<file path="src/rtl/tx_frame_scheduler_pkg.sv">
// Shared types and sizing helpers for the TX frame scheduler and its tick generator.
package tx_sched_pkg;
  localparam int UART_DATA_WIDTH     = 8;
  localparam int FRAME_TOTAL_LEN     = 16;
  localparam int DEF_SAMPLES_PER_BIT = 64;
  localparam int DEF_SAMPLE_DIV      = 50;
  localparam int DEF_GAP_BITS        = 8;

  typedef enum logic [1:0] {IDLE, SEND, GAP} tx_state_e;
  typedef logic bank_idx_t;

  // Bits needed to hold max_val; never below one bit so degenerate sizes still elaborate.
  function automatic int cnt_w(input int max_val);
    return (max_val < 2) ? 1 : $clog2(max_val + 1);
  endfunction
endpackage

</file>
<file path="src/rtl/tx_frame_scheduler_if.sv">
// Bus bundle between the scheduler (slave view) and its UART / frame_and_diff / modulator neighbours.
interface tx_frame_scheduler_if;
  import tx_sched_pkg::*;

  logic [UART_DATA_WIDTH-1:0] uart_in_data;
  logic                       uart_in_valid;
  logic                       uart_in_ready;
  logic [UART_DATA_WIDTH-1:0] fad_data;
  logic                       fad_valid;
  logic                       fad_ready;
  logic                       diff_valid;
  logic                       diff_data;
  logic                       mod_strobe;
  logic                       mod_bit;
  logic                       mod_bit_valid;
  logic                       mod_frame_start;
  logic                       frame_done;
  logic                       overrun;

  modport slave (
    input  uart_in_data, uart_in_valid, fad_ready, diff_valid, diff_data,
    output uart_in_ready, fad_data, fad_valid, mod_strobe, mod_bit,
           mod_bit_valid, mod_frame_start, frame_done, overrun
  );

  modport master (
    output uart_in_data, uart_in_valid, fad_ready, diff_valid, diff_data,
    input  uart_in_ready, fad_data, fad_valid, mod_strobe, mod_bit,
           mod_bit_valid, mod_frame_start, frame_done, overrun
  );
endinterface

</file>
<file path="src/rtl/tx_frame_scheduler_fs_tick_gen.sv">
// Free-running divider producing a one-cycle tick every SAMPLE_DIV sys_clk cycles.
module fs_tick_gen
  import tx_sched_pkg::*;
#(
  parameter int SAMPLE_DIV = DEF_SAMPLE_DIV
) (
  input  logic sys_clk,
  input  logic rst,
  output logic tick
);
  localparam int            CW      = cnt_w(SAMPLE_DIV - 1);
  localparam logic [CW-1:0] CNT_MAX = CW'(SAMPLE_DIV - 1);

  logic [CW-1:0] cnt;

  always_ff @(posedge sys_clk or negedge rst) begin
    if (!rst)                cnt <= '0;
    else if (cnt == CNT_MAX) cnt <= '0;
    else                     cnt <= cnt + 1'b1;
  end

  assign tick = (cnt == CNT_MAX);
endmodule

</file>
<file path="src/rtl/tx_frame_scheduler.sv">
// Ping-pong bit buffer between frame_and_diff bursts and the DPSK modulator, paced at the fs strobe.
module tx_frame_scheduler
  import tx_sched_pkg::*;
#(
  parameter int FRAME_LEN       = FRAME_TOTAL_LEN,
  parameter int SAMPLES_PER_BIT = DEF_SAMPLES_PER_BIT,
  parameter int SAMPLE_DIV      = DEF_SAMPLE_DIV,
  parameter int GAP_BITS        = DEF_GAP_BITS
) (
  input  logic               sys_clk,
  input  logic               rst,
  tx_frame_scheduler_if.slave bus
);
  localparam int GAP_TICKS = GAP_BITS * SAMPLES_PER_BIT;
  localparam int BW        = cnt_w(FRAME_LEN - 1);
  localparam int SW        = cnt_w(SAMPLES_PER_BIT - 1);
  localparam int GW        = cnt_w((GAP_TICKS > 0) ? GAP_TICKS - 1 : 0);

  localparam logic [BW-1:0] BIT_LAST  = BW'(FRAME_LEN - 1);
  localparam logic [SW-1:0] SAMP_LAST = SW'(SAMPLES_PER_BIT - 1);
  localparam logic [GW-1:0] GAP_LAST  = GW'((GAP_TICKS > 0) ? GAP_TICKS - 1 : 0);

  logic                 tick;
  logic [FRAME_LEN-1:0] bank_mem [2];
  logic [1:0]           bank_full, full_n;
  bank_idx_t            wr_sel, rd_sel, rd_sel_n;
  logic [BW-1:0]        wr_ptr, bit_idx, bit_n, adv_bit;
  logic [SW-1:0]        samp_idx, samp_n, adv_samp;
  logic [GW-1:0]        gap_cnt, gap_n;
  tx_state_e            state, state_n;
  logic                 wr_free, wr_fire, wr_last, samp_wrap;
  logic                 bit_out_n, vld_n, start_n, done_n;
  logic                 strobe_p1, bit_p1, bit_vld_p1, start_p1, done_p1, overrun_q;

  fs_tick_gen #(.SAMPLE_DIV(SAMPLE_DIV)) u_tick (
    .sys_clk (sys_clk),
    .rst     (rst),
    .tick    (tick)
  );

  // A bank only fills on the last bit of its burst, so wr_free is stable for a whole frame.
  assign wr_free = !bank_full[wr_sel];
  assign wr_fire = bus.diff_valid & wr_free;
  assign wr_last = wr_fire & (wr_ptr == BIT_LAST);

  assign bus.fad_data      = bus.uart_in_data;
  assign bus.fad_valid     = bus.uart_in_valid & wr_free;
  assign bus.uart_in_ready = bus.fad_ready & wr_free;

  always_ff @(posedge sys_clk or negedge rst) begin
    if (!rst) begin
      bank_mem  <= '{default: '0};
      wr_ptr    <= '0;
      wr_sel    <= 1'b0;
      overrun_q <= 1'b0;
    end else begin
      if (wr_fire) begin
        bank_mem[wr_sel][wr_ptr] <= bus.diff_data;
        wr_ptr                   <= wr_last ? '0 : wr_ptr + 1'b1;
        if (wr_last) wr_sel <= ~wr_sel;
      end
      if (bus.diff_valid && !wr_free) overrun_q <= 1'b1;
    end
  end

  assign samp_wrap = (samp_idx == SAMP_LAST);
  assign adv_samp  = samp_wrap ? '0 : samp_idx + 1'b1;
  assign adv_bit   = samp_wrap ? bit_idx + 1'b1 : bit_idx;

  // Read sequencer: every decision is taken on tick and lands with the registered strobe.
  always_comb begin
    state_n   = state;
    rd_sel_n  = rd_sel;
    bit_n     = bit_idx;
    samp_n    = samp_idx;
    gap_n     = gap_cnt;
    full_n    = bank_full;
    bit_out_n = bit_p1;
    vld_n     = bit_vld_p1;
    start_n   = 1'b0;
    done_n    = 1'b0;
    if (wr_last) full_n[wr_sel] = 1'b1;
    if (tick) begin
      case (state)
        IDLE: begin
          vld_n = 1'b0;
          if (bank_full[rd_sel]) begin
            state_n   = SEND;
            bit_n     = '0;
            samp_n    = '0;
            start_n   = 1'b1;
            vld_n     = 1'b1;
            bit_out_n = bank_mem[rd_sel][0];
          end
        end
        SEND: begin
          bit_n     = adv_bit;
          samp_n    = adv_samp;
          vld_n     = 1'b1;
          bit_out_n = bank_mem[rd_sel][adv_bit];
          if (adv_bit == BIT_LAST && adv_samp == SAMP_LAST) begin
            done_n         = 1'b1;
            full_n[rd_sel] = 1'b0;
            rd_sel_n       = ~rd_sel;
            gap_n          = '0;
            // With no gap, IDLE picks up a queued bank on the very next tick.
            state_n        = (GAP_BITS > 0) ? GAP : IDLE;
          end
        end
        GAP: begin
          vld_n = 1'b0;
          if (gap_cnt == GAP_LAST) begin
            state_n = IDLE;
            gap_n   = '0;
          end else begin
            gap_n = gap_cnt + 1'b1;
          end
        end
        default: state_n = IDLE;
      endcase
    end
  end

  // Output stage p1: strobe and bit fields leave together, one clock after tick.
  always_ff @(posedge sys_clk or negedge rst) begin
    if (!rst) begin
      state      <= IDLE;
      rd_sel     <= 1'b0;
      bit_idx    <= '0;
      samp_idx   <= '0;
      gap_cnt    <= '0;
      bank_full  <= '0;
      strobe_p1  <= 1'b0;
      bit_p1     <= 1'b0;
      bit_vld_p1 <= 1'b0;
      start_p1   <= 1'b0;
      done_p1    <= 1'b0;
    end else begin
      state      <= state_n;
      rd_sel     <= rd_sel_n;
      bit_idx    <= bit_n;
      samp_idx   <= samp_n;
      gap_cnt    <= gap_n;
      bank_full  <= full_n;
      strobe_p1  <= tick;
      bit_p1     <= bit_out_n;
      bit_vld_p1 <= vld_n;
      start_p1   <= start_n;
      done_p1    <= done_n;
    end
  end

  assign bus.mod_strobe      = strobe_p1;
  assign bus.mod_bit         = bit_p1;
  assign bus.mod_bit_valid   = bit_vld_p1;
  assign bus.mod_frame_start = start_p1;
  assign bus.frame_done      = done_p1;
  assign bus.overrun         = overrun_q;
endmodule

</file>
<file path="src/flat_wrapper.sv">
// flat-port wrapper written by rule: the top's interface ports become plain ports
module tx_frame_scheduler_flat import tx_sched_pkg::*;
#(
  parameter int FRAME_LEN       = FRAME_TOTAL_LEN,
  parameter int SAMPLES_PER_BIT = DEF_SAMPLES_PER_BIT,
  parameter int SAMPLE_DIV      = DEF_SAMPLE_DIV,
  parameter int GAP_BITS        = DEF_GAP_BITS
)
  (sys_clk, rst, bus_uart_in_data, bus_uart_in_valid, bus_fad_ready, bus_diff_valid, bus_diff_data, bus_uart_in_ready, bus_fad_data, bus_fad_valid, bus_mod_strobe, bus_mod_bit, bus_mod_bit_valid, bus_mod_frame_start, bus_frame_done, bus_overrun);
  tx_frame_scheduler_if bus_i ();
  input  logic sys_clk;
  input  logic rst;
  input wire logic [$bits(bus_i.uart_in_data)-1:0] bus_uart_in_data;
  input wire logic [$bits(bus_i.uart_in_valid)-1:0] bus_uart_in_valid;
  input wire logic [$bits(bus_i.fad_ready)-1:0] bus_fad_ready;
  input wire logic [$bits(bus_i.diff_valid)-1:0] bus_diff_valid;
  input wire logic [$bits(bus_i.diff_data)-1:0] bus_diff_data;
  output wire logic [$bits(bus_i.uart_in_ready)-1:0] bus_uart_in_ready;
  output wire logic [$bits(bus_i.fad_data)-1:0] bus_fad_data;
  output wire logic [$bits(bus_i.fad_valid)-1:0] bus_fad_valid;
  output wire logic [$bits(bus_i.mod_strobe)-1:0] bus_mod_strobe;
  output wire logic [$bits(bus_i.mod_bit)-1:0] bus_mod_bit;
  output wire logic [$bits(bus_i.mod_bit_valid)-1:0] bus_mod_bit_valid;
  output wire logic [$bits(bus_i.mod_frame_start)-1:0] bus_mod_frame_start;
  output wire logic [$bits(bus_i.frame_done)-1:0] bus_frame_done;
  output wire logic [$bits(bus_i.overrun)-1:0] bus_overrun;
  assign bus_i.uart_in_data = bus_uart_in_data;
  assign bus_i.uart_in_valid = bus_uart_in_valid;
  assign bus_i.fad_ready = bus_fad_ready;
  assign bus_i.diff_valid = bus_diff_valid;
  assign bus_i.diff_data = bus_diff_data;
  assign bus_uart_in_ready = bus_i.uart_in_ready;
  assign bus_fad_data = bus_i.fad_data;
  assign bus_fad_valid = bus_i.fad_valid;
  assign bus_mod_strobe = bus_i.mod_strobe;
  assign bus_mod_bit = bus_i.mod_bit;
  assign bus_mod_bit_valid = bus_i.mod_bit_valid;
  assign bus_mod_frame_start = bus_i.mod_frame_start;
  assign bus_frame_done = bus_i.frame_done;
  assign bus_overrun = bus_i.overrun;
  tx_frame_scheduler #(.FRAME_LEN(FRAME_LEN), .SAMPLES_PER_BIT(SAMPLES_PER_BIT), .SAMPLE_DIV(SAMPLE_DIV), .GAP_BITS(GAP_BITS)) u_core (.sys_clk(sys_clk), .rst(rst), .bus(bus_i));
endmodule
</file>
<file path="config.mk">
export PLATFORM = sky130hd
export DESIGN_NAME = tx_frame_scheduler_flat
export DESIGN_NICKNAME = d
export VERILOG_FILES = /design/src/rtl/tx_frame_scheduler_pkg.sv /design/src/rtl/tx_frame_scheduler_if.sv /design/src/rtl/tx_frame_scheduler_fs_tick_gen.sv /design/src/rtl/tx_frame_scheduler.sv /design/src/flat_wrapper.sv
export SDC_FILE = /design/constraint.sdc
export NUM_CORES = 1
export LEC_CHECK = 0
export ABC_CLOCK_PERIOD_IN_PS = 2260
export BUFFER_PORTS_ARGS = -buffer_cell sky130_fd_sc_hd__buf_2
export CAP_MARGIN = 20
export CORE_MARGIN = 2
export CORE_UTILIZATION = 40
export CTS_CLUSTER_SIZE = 20
export DETAILED_ROUTE_END_ITERATION = 6
export PLACE_DENSITY = 0.67
export REMOVE_ABC_BUFFERS = 1
export SLEW_MARGIN = 10
export SYNTH_ARGS = -nofsm -noshare
export SYNTH_HDL_FRONTEND = slang
export SYNTH_SLANG_ARGS = --single-unit
</file>
<file path="constraint.sdc">
create_clock -name sys_clk -period 2.26 [get_ports sys_clk]
set_clock_uncertainty 0.1 [all_clocks]
set_input_delay 0.339 -clock sys_clk [delete_from_list [all_inputs] [get_ports sys_clk]]
set_output_delay 0.339 -clock sys_clk [all_outputs]
set_load 0.01 [all_outputs]
</file>
==> impl_metrics.py <==
metrics = {
    "floorplan": {
        "row_count": 38,
        "dieHeight_microns": 110,
        "ios": 30,
        "die_x_microns": 110,
        "start_util_pct": 41.2,
        "die_area_sq_um": 12100,
        "core_area_sq_um": 10900,
    },
    "detailed_routing": {
        "antenna_left": 0,
        "num_vias": 3542,
        "vias_per_cell": 5.69,
        "finalWirelength_microns": 10400,
        "drcViolationCount": 0,
        "drtIter0Drc": 251,
        "routedWlPerCell_microns": 16.7,
        "dr.pass1.iters": 4,
    },
    "clocking": {
        "clk_path_buf_depth": 2,
        "clk_latency_ps": 350,
        "cts-root-buf": "clkbuf_8",
        "cts_made_buffers": 9,
        "clk_pin_slew_ps": 80,
        "cts_tree": "done",
        "htreeDepth": 3,
        "cts_num_sinks": 73,
    },
    "min_path": {
        "holdPathStages": 3,
        "holdCritPathClass": "in2reg",
    },
    "grt": {
        "grt_pass1_vias": 3449,
        "grt_max_degree": 74,
        "overflow": 0,
        "antenna_found_initial": 0,
        "grt_pass1_wl_microns": 17300,
        "grt_use_total_pct": 18.1,
    },
    "synth": {
        "synth.cell_area_sq_um": 4490,
        "synthCells": 446,
        "synth_most_common_cell": "dfrtp_1",
        "synth-seq-cells": 73,
        "synthArstFlopShare_pct": 100,
        "yosysTopAreaCellShare_pct": 40.7,
        "synth_top_area_cell": "dfrtp_1",
        "synthFlopType": "dfrtp_1",
        "synth_common_cells": "dfrtp_1 (73), nor2_1 (44), mux2_2 (35)",
        "yosysSeqAreaShare_pct": 40.7,
        "yosys_warnings": 0,
        "synth_cell_types": 66,
        "ys_top_cells_by_area": "dfrtp_1 (41%), mux2_2 (8.8%), mux4_2 (5.0%)",
        "avgSynthCellArea_sq_um": 10.1,
        "synth_edf_count": 0,
    },
    "placement": {
        "dp_cells": 599,
        "place_area_sq_um": 4800,
        "portBuffers": 13,
        "gp_congestion": 0.895,
        "dp_slack_ps": -62.6,
        "dp_hpwl_microns": 7170,
    },
    "power": {
        "power_density_nw_per_um2": 779,
        "p_leak_uw": 0.00215,
        "vdd_drop_max_mv": 0.609,
    },
    "cells_and_area": {
        "area_delta_synth_final_pct": 14.4,
        "final_area_sq_um": 5130,
        "fin_cells": 622,
        "n_antenna_cell": 0,
        "filler_cell_count": 1021,
        "drive_gt1_share_pct": 31.3,
        "utilization_pct": 47.1,
        "finalNetCount": 506,
    },
    "timing": {
        "setup_ws_ps": 62.9,
        "max_freq_mhz": 455,
        "hold_violations": 0,
        "worstMarginPinSlew_ps": 499,
        "rsz0062_at_grt": "yes",
        "maxSlewViolCount": 0,
        "slew_headroom_pct": 66.7,
        "finalSetupViolations": 0,
        "period_minus_slack_ps": 2200,
        "fin_crit_sh_pct": 97.2,
    },
    "setup_path": {
        "path_max_fanout": 5,
        "crit_arrival_ps": 2330,
        "crit_path_end_kind": "flop",
        "critPathLaunchType": "flop",
        "r2r_cells": 8,
        "criticalPathCategory": "reg2reg",
        "crit_required_ps": 2390,
    },
    "status": {
        "status": "finished clean",
    },
    "job": {
        "cap_violations": 0,
    },
}
==> registers in the layout, indices dropped and copies added, names as in the netlist, 2 cells and up <==
signal	cells
u_core.bit_idx	4
u_core.wr_ptr	4
u_core.samp_idx	6
u_core.bank_mem	32
u_core.bank_full	2
u_core.state	2
u_core.gap_cnt	9
u_core.u_tick.cnt	6
==> per-stage QoR <==
| step | setup TNS [ps] | hold slack (ps) | power (uW) |
|---|---|---|---|
| final | 0 | 154 | 4000 |
| after global routing | -72.8 | 172 | 4250 |
| after CTS | 0 | 147 | 3980 |
| after detailed placement | -62.6 | 308 | 3010 |
| after global placement | -23.0 | 298 | 2940 |
| after floorplan | -4870 | -56.6 | 2610 |
==> cell type report <==
type | count | area [sq um] | area share [%]
Multi-Input combinational cell | 319 | 2470 | 48.1
Sequential cell | 73 | 1830 | 35.6
Timing Repair Buffer | 54 | 395 | 7.70
Tap cell | 140 | 175 | 3.41
Clock buffer | 11 | 151 | 2.95
Inverter | 20 | 75.1 | 1.46
Clock inverter | 5 | 37.5 | 0.731
==> path summary, 6_finish.rpt <==
| path | startpoint | end | slack (ps) |
|---|---|---|---|
| setup / recovery | u_core.samp_idx[0] | u_core.gap_cnt[7] | 60 |
| hold / removal | bus_diff_valid | u_core.bus.overrun | 150 |
| setup reg to reg | u_core.samp_idx[0] | u_core.gap_cnt[7] | 60 |
| hold reg to reg | u_core.bus.overrun | u_core.bus.overrun | 380 |
| max in group asynchronous | rst | u_core.samp_idx[3] | 1290 |
| min in group asynchronous | rst | u_core.bus.overrun | 440 |
==> layer usage <==
layer | global-route usage [%] | routed length (microns) | share of wire (%)
met2 | 28.1 | 5020 | 48
met5 | 0 | 0 | 0
met4 | 5.06 | 90 | 0.87
met1 | 25.6 | 4830 | 47
met3 | 3.68 | 424 | 4.1
==> critical path, stage by stage, from the launching register on <==
cell	delay, ps
dfrtp_1	390
ha_4	160
nand2_2	60
or4_4	550
nand2_4	130
o311ai_4	140
buf_4	180
a211oi_1	230
o22ai_1	120
==> power by group <==
group          internal [uW]  leakage, uW  switching [uW]
Clock                    462    0.0000919             518
Combinational            570      0.00109             535
Sequential              1600     0.000965             314
Total                   2630      0.00215            1370
==> timing repair <==
| item | 4_1_cts | 5_1_grt |
|---|---|---|
| setup endpoints to repair | 1 | 23 |
| pin swaps | 0 | 6 |
| buffers inserted | 0 | 6 |
| gates resized for setup | 1 | 21 |
| endpoints found under the hold margin | 73 | 0 |
| hold buffers | 1 | 0 |
==> cells by family (layout without fill, tap and decap cells) <==
family,count (synthesis),count (layout),synth area share (%)
AOI/OAI and AO/OA,84,84,13.5
xor gates and xnor gates,12,12,2.34
adders and majority gates,15,15,4.18
buffers and inverters,54,90,6.03
DFF,73,73,40.7
muxes,54,54,15.9
and+or+nand+nor,154,154,17.3
==> placed cells by master, fill, tap and decap left out, types with 8 or more instances in the layout <==
cell and instances:
buf_4 37, inv_1 20, mux2i_1 8, nand3_1 16, mux2_2 35, mux4_2 10, clkbuf_8 11, a211oi_1 9
nor3_1 14, buf_2 13, dfrtp_1 72, nand2_1 33, nor2_1 42, o21ai_0 19, ha_1 12, xnor2_1 10
Power figures use the tool's default switching activity.
